**src/rtl/sha256_pkg.sv**
```systemverilog
// -----------------------------------------------------------------------------
// sha256_pkg
// Shared SHA-256 definitions for the iterative compression engine:
//   - word_t / hstate_t : 32-bit word and the eight-word chaining state a..h
//                         (element 0 = a, which is also the MSB word)
//   - state_t           : control FSM encoding for sha_compress_iter
//   - K, IV             : round-constant table and initial hash value
//   - bsig0/bsig1/ssig0/ssig1/ch/maj : the SHA-256 logical functions
// -----------------------------------------------------------------------------
package sha256_pkg;

   typedef logic [31:0]       word_t;
   typedef logic [0:7][31:0]  hstate_t;

   typedef enum logic [1:0] {
      ST_IDLE = 2'd0,
      ST_RUN  = 2'd1,
      ST_DONE = 2'd2
   } state_t;

   localparam word_t K [0:63] = '{
      32'h428a2f98, 32'h71374491, 32'hb5c0fbcf, 32'he9b5dba5,
      32'h3956c25b, 32'h59f111f1, 32'h923f82a4, 32'hab1c5ed5,
      32'hd807aa98, 32'h12835b01, 32'h243185be, 32'h550c7dc3,
      32'h72be5d74, 32'h80deb1fe, 32'h9bdc06a7, 32'hc19bf174,
      32'he49b69c1, 32'hefbe4786, 32'h0fc19dc6, 32'h240ca1cc,
      32'h2de92c6f, 32'h4a7484aa, 32'h5cb0a9dc, 32'h76f988da,
      32'h983e5152, 32'ha831c66d, 32'hb00327c8, 32'hbf597fc7,
      32'hc6e00bf3, 32'hd5a79147, 32'h06ca6351, 32'h14292967,
      32'h27b70a85, 32'h2e1b2138, 32'h4d2c6dfc, 32'h53380d13,
      32'h650a7354, 32'h766a0abb, 32'h81c2c92e, 32'h92722c85,
      32'ha2bfe8a1, 32'ha81a664b, 32'hc24b8b70, 32'hc76c51a3,
      32'hd192e819, 32'hd6990624, 32'hf40e3585, 32'h106aa070,
      32'h19a4c116, 32'h1e376c08, 32'h2748774c, 32'h34b0bcb5,
      32'h391c0cb3, 32'h4ed8aa4a, 32'h5b9cca4f, 32'h682e6ff3,
      32'h748f82ee, 32'h78a5636f, 32'h84c87814, 32'h8cc70208,
      32'h90befffa, 32'ha4506ceb, 32'hbef9a3f7, 32'hc67178f2
   };

   localparam word_t IV [0:7] = '{
      32'h6a09e667, 32'hbb67ae85, 32'h3c6ef372, 32'ha54ff53a,
      32'h510e527f, 32'h9b05688c, 32'h1f83d9ab, 32'h5be0cd19
   };

   function automatic word_t rotr(input word_t x, input int n);
      return (x >> n) | (x << (32 - n));
   endfunction

   function automatic word_t bsig0(input word_t x);
      return rotr(x, 2) ^ rotr(x, 13) ^ rotr(x, 22);
   endfunction

   function automatic word_t bsig1(input word_t x);
      return rotr(x, 6) ^ rotr(x, 11) ^ rotr(x, 25);
   endfunction

   function automatic word_t ssig0(input word_t x);
      return rotr(x, 7) ^ rotr(x, 18) ^ (x >> 3);
   endfunction

   function automatic word_t ssig1(input word_t x);
      return rotr(x, 17) ^ rotr(x, 19) ^ (x >> 10);
   endfunction

   function automatic word_t ch(input word_t e, input word_t f, input word_t g);
      return (e & f) ^ (~e & g);
   endfunction

   function automatic word_t maj(input word_t a, input word_t b, input word_t c);
      return (a & b) ^ (a & c) ^ (b & c);
   endfunction

endpackage

```
**src/rtl/sha_w_expand.sv**
```systemverilog
// -----------------------------------------------------------------------------
// sha_w_expand
// Combinational message-schedule step for RPC rounds per clock.
//   win      : 16-word window, element 0 = W[t] for the current round t
//   sched    : W[t] .. W[t+RPC-1], one word per unrolled round
//   win_next : window advanced by RPC words (W[t+RPC] .. W[t+RPC+15])
// The window register itself lives in the parent.
// -----------------------------------------------------------------------------
module sha_w_expand
   import sha256_pkg::*;
#(
   parameter int RPC = 1
) (
   input  logic [0:15][31:0]    win,
   output logic [0:RPC-1][31:0] sched,
   output logic [0:15][31:0]    win_next
);

   // Window extended by the RPC words that follow it. The recurrence is valid
   // for any window position, so words 16.. are always computed; during the
   // first 16 rounds they simply become the upcoming schedule entries.
   word_t ext [0:15+RPC];

   always_comb begin
      for (int i = 0; i < 16; i++) begin
         ext[i] = win[i];
      end
      for (int i = 16; i < 16 + RPC; i++) begin
         ext[i] = ssig1(ext[i-2]) + ext[i-7] + ssig0(ext[i-15]) + ext[i-16];
      end
      for (int j = 0; j < RPC; j++) begin
         sched[j] = ext[j];
      end
      for (int i = 0; i < 16; i++) begin
         win_next[i] = ext[i+RPC];
      end
   end

endmodule

```
**src/rtl/sha_compress_iter.sv**
```systemverilog
// -----------------------------------------------------------------------------
// sha_compress_iter
// Iterative SHA-256 compression: one 256-bit chaining state plus one 512-bit
// block in, 64 rounds executed RPC per clock, result out. Valid/ready on both
// sides; a block is accepted only in IDLE, the result is held in DONE until
// taken.
//   clk, reset_n         : clock, asynchronous active-low reset
//   in_valid / in_ready  : input handshake (in_ready high only in IDLE)
//   state_in [255:0]     : chaining words a..h, a in [255:224]
//   block_in [511:0]     : message words W0..W15, W0 in [511:480]
//   out_valid / out_ready: output handshake (out_valid high only in DONE)
//   out_state [255:0]    : result words a..h, a in [255:224]
//   busy                 : high while rounds are running
// Build option SHA_COMPRESS_FEEDFORWARD_EN: when defined, out_state is the
// standard chaining output H + working state; otherwise the raw working state
// is returned and the caller does the feed-forward add.
// -----------------------------------------------------------------------------
module sha_compress_iter
   import sha256_pkg::*;
#(
   parameter int RPC   = 1,
   parameter int CNT_W = 6
) (
   input  logic         clk,
   input  logic         reset_n,
   input  logic         in_valid,
   output logic         in_ready,
   input  logic [255:0] state_in,
   input  logic [511:0] block_in,
   output logic         out_valid,
   input  logic         out_ready,
   output logic [255:0] out_state,
   output logic         busy
);

   generate
      if (RPC < 1 || RPC > 16 || (64 % RPC) != 0) begin : g_bad_rpc
         $error("sha_compress_iter: RPC must be one of 1, 2, 4, 8, 16");
      end
      if (CNT_W != 6) begin : g_bad_cnt_w
         $error("sha_compress_iter: CNT_W must be 6");
      end
   endgenerate

   localparam int LAST = 64 - RPC;

   state_t               state_q, state_d;
   logic [CNT_W-1:0]     rcnt_q;
   hstate_t              work_q;
   hstate_t              round_out;
   hstate_t              result;
   logic [0:15][31:0]    win_q;
   logic [0:15][31:0]    win_next;
   logic [0:RPC-1][31:0] sched;
   logic [255:0]         out_q;
   logic                 last_grp;
   logic                 accept;

   assign last_grp = (rcnt_q == CNT_W'(LAST));
   assign accept   = (state_q == ST_IDLE) && in_valid;

   sha_w_expand #(.RPC(RPC)) u_w_expand (
      .win      (win_q),
      .sched    (sched),
      .win_next (win_next)
   );

   // RPC chained rounds; round j of this cycle is overall round rcnt_q + j.
   for (genvar j = 0; j < RPC; j++) begin : g_round
      hstate_t          in_st;
      hstate_t          out_st;
      logic [CNT_W-1:0] kidx;
      word_t            t1;
      word_t            t2;

      if (j == 0) begin : g_first
         assign in_st = work_q;
      end else begin : g_chain
         assign in_st = g_round[j-1].out_st;
      end

      assign kidx   = rcnt_q + CNT_W'(j);
      assign t1     = in_st[7] + bsig1(in_st[4]) + ch(in_st[4], in_st[5], in_st[6])
                    + K[kidx] + sched[j];
      assign t2     = bsig0(in_st[0]) + maj(in_st[0], in_st[1], in_st[2]);
      assign out_st = {t1 + t2, in_st[0], in_st[1], in_st[2],
                       in_st[3] + t1, in_st[4], in_st[5], in_st[6]};
   end

   assign round_out = g_round[RPC-1].out_st;

`ifdef SHA_COMPRESS_FEEDFORWARD_EN
   hstate_t h_q;

   always_ff @(posedge clk or negedge reset_n) begin
      if (!reset_n) begin
         h_q <= '0;
      end else if (accept) begin
         h_q <= state_in;
      end
   end

   always_comb begin
      for (int i = 0; i < 8; i++) begin
         result[i] = h_q[i] + round_out[i];
      end
   end
`else
   assign result = round_out;
`endif

   // NOTE: every signal written here gets a default before the case, so no
   // path leaves one unassigned and no latch is inferred.
   always_comb begin
      state_d   = state_q;
      in_ready  = 1'b0;
      out_valid = 1'b0;
      busy      = 1'b0;
      case (state_q)
         ST_IDLE: begin
            in_ready = 1'b1;
            if (in_valid) state_d = ST_RUN;
         end
         ST_RUN: begin
            busy = 1'b1;
            if (last_grp) state_d = ST_DONE;
         end
         ST_DONE: begin
            out_valid = 1'b1;
            if (out_ready) state_d = ST_IDLE;
         end
         default: state_d = ST_IDLE;
      endcase
   end

   // NOTE: state registers use non-blocking assignments so every flop samples
   // pre-edge values regardless of block evaluation order.
   always_ff @(posedge clk or negedge reset_n) begin
      if (!reset_n) state_q <= ST_IDLE;
      else          state_q <= state_d;
   end

   // NOTE: the 16-word window and working registers are reset like any other
   // flop; an abort must not leave a stale block visible on the next start.
   always_ff @(posedge clk or negedge reset_n) begin
      if (!reset_n) begin
         rcnt_q <= '0;
         work_q <= '0;
         win_q  <= '0;
         out_q  <= '0;
      end else begin
         case (state_q)
            ST_IDLE: begin
               if (in_valid) begin
                  work_q <= state_in;
                  win_q  <= block_in;
                  rcnt_q <= '0;
               end
            end
            ST_RUN: begin
               work_q <= round_out;
               win_q  <= win_next;
               rcnt_q <= rcnt_q + CNT_W'(RPC);
               if (last_grp) out_q <= result;
            end
            default: ;
         endcase
      end
   end

   assign out_state = out_q;

endmodule

```
**config.mk**
```make
export PLATFORM = sky130hd
export DESIGN_NAME = sha_compress_iter
export DESIGN_NICKNAME = d
export VERILOG_FILES = /design/src/rtl/sha256_pkg.sv /design/src/rtl/sha_w_expand.sv /design/src/rtl/sha_compress_iter.sv
export SDC_FILE = /design/constraint.sdc
export NUM_CORES = 2
export LEC_CHECK = 0
export CORE_UTILIZATION = 35
export DETAILED_ROUTE_END_ITERATION = 16
export PLACE_DENSITY = 0.65
export SLEW_MARGIN = 10
export SYNTH_ARGS = -nofsm -noshare
export SYNTH_HDL_FRONTEND = slang
export SYNTH_SLANG_ARGS = --single-unit
export TNS_END_PERCENT = 30
```
**constraint.sdc**
```tcl
create_clock -name clk -period 10.85 [get_ports clk]
set_input_delay 2.17 -clock clk [delete_from_list [all_inputs] [get_ports clk]]
set_output_delay 2.17 -clock clk [all_outputs]
set_load 0.01 [all_outputs]
```
==> metrics.md <==
| Metric | Value |
|---|---|
| Share of layout cells above drive strength 1 | 4.528% |
| GR Overflow Total | 0 |
| Initial Util | roughly 35% |
| Setup crit end kind | flop |
| RR Endpoint | out_state[255] |
| Setup TNS | 0 ps |
| Crit path arrival time | 9520 ps |
| Crit path to | out_state[255] |
| Syn Nets | 8467 |
| Syn-to-layout area delta | 26.30% |
| Worst-Margin Slew | 1390 ps |
| Die width | 419.7 µm |
| Clk sinks | 1032 |
| ANT nets after route | 0 |
| Port buffer count | 1030 |
| Crit path from | rcnt_q[0] |
| Yosys cell types | 76 |
| Worst-Skew Late Latency | 780 ps |
| Layout Nets | 9118 |
| Outcome | finished clean |
| Iteration-0 DRC Markers | between 7000 and 8000 |
| Gpl congestion | approximately 0.98 |
| Post-CTS Resized | 0 |
| Vias in the first global route | between 50000 and 60000 |
| H-tree depth | 3 |
| Crit path max-delay cell type | ha_1 |
| Most common cell after layout, fill and taps aside | nand2_1 |
| Final count of hold timing violations | 0 |
| Maximum root-to-sink buffer count | 3 |
| CTS buffer count | 117 |
| Max-slew violation count | 0 |
| Top-Level Pins | 1031 |
| Post-Syn Instances | 7359 |
| WL per Instance | 28.15 µm |
| TritonRoute pass-1 iters | 6 |
| Critical path class | flop to flop |
| Maxcap violations | 0 |
| CP Data Required Time | 11500 ps |
| HPWL Detailed | 226000 µm |
| Reg2Reg Depth | 32 |
| CP most frequent cell | a21oi_1 |
| Clock tree from TritonCTS | yes |
| Fillers | 16917 |
| Post-synth EDFFs | 0 |
| Nature of the critical path startpoint | flop |
| Max stage delay on crit path | 660 ps |
| R2r startpoint | rcnt_q[0] |
| DRC | 0 |
| Yosys warns | 0 |
| Global-route wire length before repair | about 410000 µm |
| Register area share after synthesis | a little over two fifths |
| Vias | 57868 |
| Period utilization | 81.78% |
| Reg2Reg Setup Slack | ~2000 ps |
| CTS Root Cell | clkbuf_16 |
| Vias/cell | roughly 5.5 |
| Top_reg_cell synth | dfrtp_1 |
| Number of antenna violations at the first check in global routing | 42 |
| Clk slew on worst S/H paths | 60 ps |
| CP Max Fanout | 23 |
| Total Wirelength | 294000 µm |
| Synth Area per Inst | a little over 8 µm² |
| Sequential cell area | roughly 0.026 mm² |
| RSZ-0062 raised after global routing | false |
| Hold buffers post-CTS | 0 |
| Postcts setup bufs | 0 |
| DIE AREA | 0.1761 mm² |
| Core Util, Final | 44.71% |
| FF+latch count, synth | 1032 |
| Hold Path Class | flop to flop |
| FP Rows | 152 |
| Core footprint | around 0.17 mm² |
| Clock Skews | 42.01 ps |
| Asr flop ratio synth | 100.0% |
| Most frequent cells in the layout | 2094 x nand2_1, 1028 x clkdlybuf4s50_1, 1027 x dfrtp_1, 683 x nor2_1, 594 x a31oi_1 |
| Total track usage | about 32% |
| Setup Viol. Count Final | 0 |
| Mapped cell area | roughly 0.06 mm² |
| Largest net degree at the start of global routing | 254 |
| Design Area, Final | a little under 0.08 mm² |
| Minimum clock period | ~8900 ps |
| Post-DP Area | 0.07291 mm² |
| Fmax | roughly 0.11 GHz |
| Relative slew slack | 6.681% |
| Area of the multi-input gates | 0.03189 mm² |
| Die height | approximately 420 µm |
==> worst min path at each step <==
stage	start	to	slack, ps	cells after the start
6_report	out_state[137]	out_state[137]	470	2
5_1_grt	out_state[43]	out_state[43]	490	2
4_1_cts	out_state[176]	out_state[176]	480	2
3_5_place_dp	out_state[44]	out_state[44]	460	2
3_3_place_gp	out_state[137]	out_state[137]	460	2
2_1_floorplan	win_q[127]	win_q[127]	450	2
==> final cells by class <==
cell class / count / area share, %
Inverter: 322 / 1.567
Clock buffer: 158 / 4.385
Sequential cell: 1032 / 33.50
Clock inverter: 56 / 0.9816
Multi-Input combinational cell: 5423 / 41.35
Antenna cell: 28 / 0.09086
Tap cell: 2310 / 3.748
Timing Repair Buffer: 1114 / 14.37
==> per-layer routing <==
metal	wire length, µm	global-route usage (%)	vias up
li1	-	-	25721
met1	116200	41.39	28914
met2	140300	53.12	2706
met3	19340	4.133	517
met4	18050	18.23	10
met5	67	0	-
==> flip-flops by register name (all words and copies together), names as in the netlist <==
register / flops
rcnt_q: 6
g_round.in_st: 256
state_q: 2
out_state: 256
win_q: 512
==> logic make-up (layout without fill, tap and decap cells) <==
group | after synthesis | count (layout) | synth area share, %
mux | 59 | 59 | 1.201
flops | 1032 | 1032 | 42.29
fa+ha+maj | 339 | 339 | 9.258
xor+xnor | 368 | 368 | 5.291
other cells | 0 | 28 | 0
simple gates | 3095 | 3095 | 20.78
buf+inv | 904 | 1650 | 5.557
compound gates | 1562 | 1562 | 15.62
==> Yosys cell counts, types with 40 or more instances <==
cell / count / area (µm²)
nand2_1: 2096 / 7868
dfrtp_1: 1032 / 25820
nor2_1: 684 / 2567
a31oi_1: 594 / 3716
clkbuf_1: 552 / 2072
o21ai_0: 330 / 1652
inv_1: 320 / 1201
a21oi_1: 302 / 1511
xnor2_1: 249 / 2181
fa_1: 189 / 3784
ha_1: 147 / 1839
and3b_1: 121 / 1060
xor2_1: 118 / 1033
a21o_1: 92 / 690.7
mux2_2: 40 / 450.4
==> critical path, delay by kind of cell (launching register included) <==
family / cells / cell delay [ps]
buf+inv: 4 / 830
compound gates: 13 / 2760
xor+xnor: 2 / 500
flops: 1 / 330
fa+ha+maj: 5 / 2380
simple gates: 6 / 1490
mux: 2 / 440
==> per-stage QoR <==
| stage | hold slack (ps) | setup WS (ps) | cells |
|---|---|---|---|
| 4_1_cts | 476.6 | 2032 | 10415 |
| 3_5_place_dp | 461.4 | 2134 | 10201 |
| 6_report | 474.3 | 1977 | 10443 |
| 2_1_floorplan | 450.1 | 3407 | 7359 |
| 3_3_place_gp | 459.0 | 2150 | 10201 |
| 5_1_grt | 490.5 | 1453 | 10442 |
Power is not shown: default switching activity piles up to over one toggle a cycle in this logic, so the estimate is an artifact.
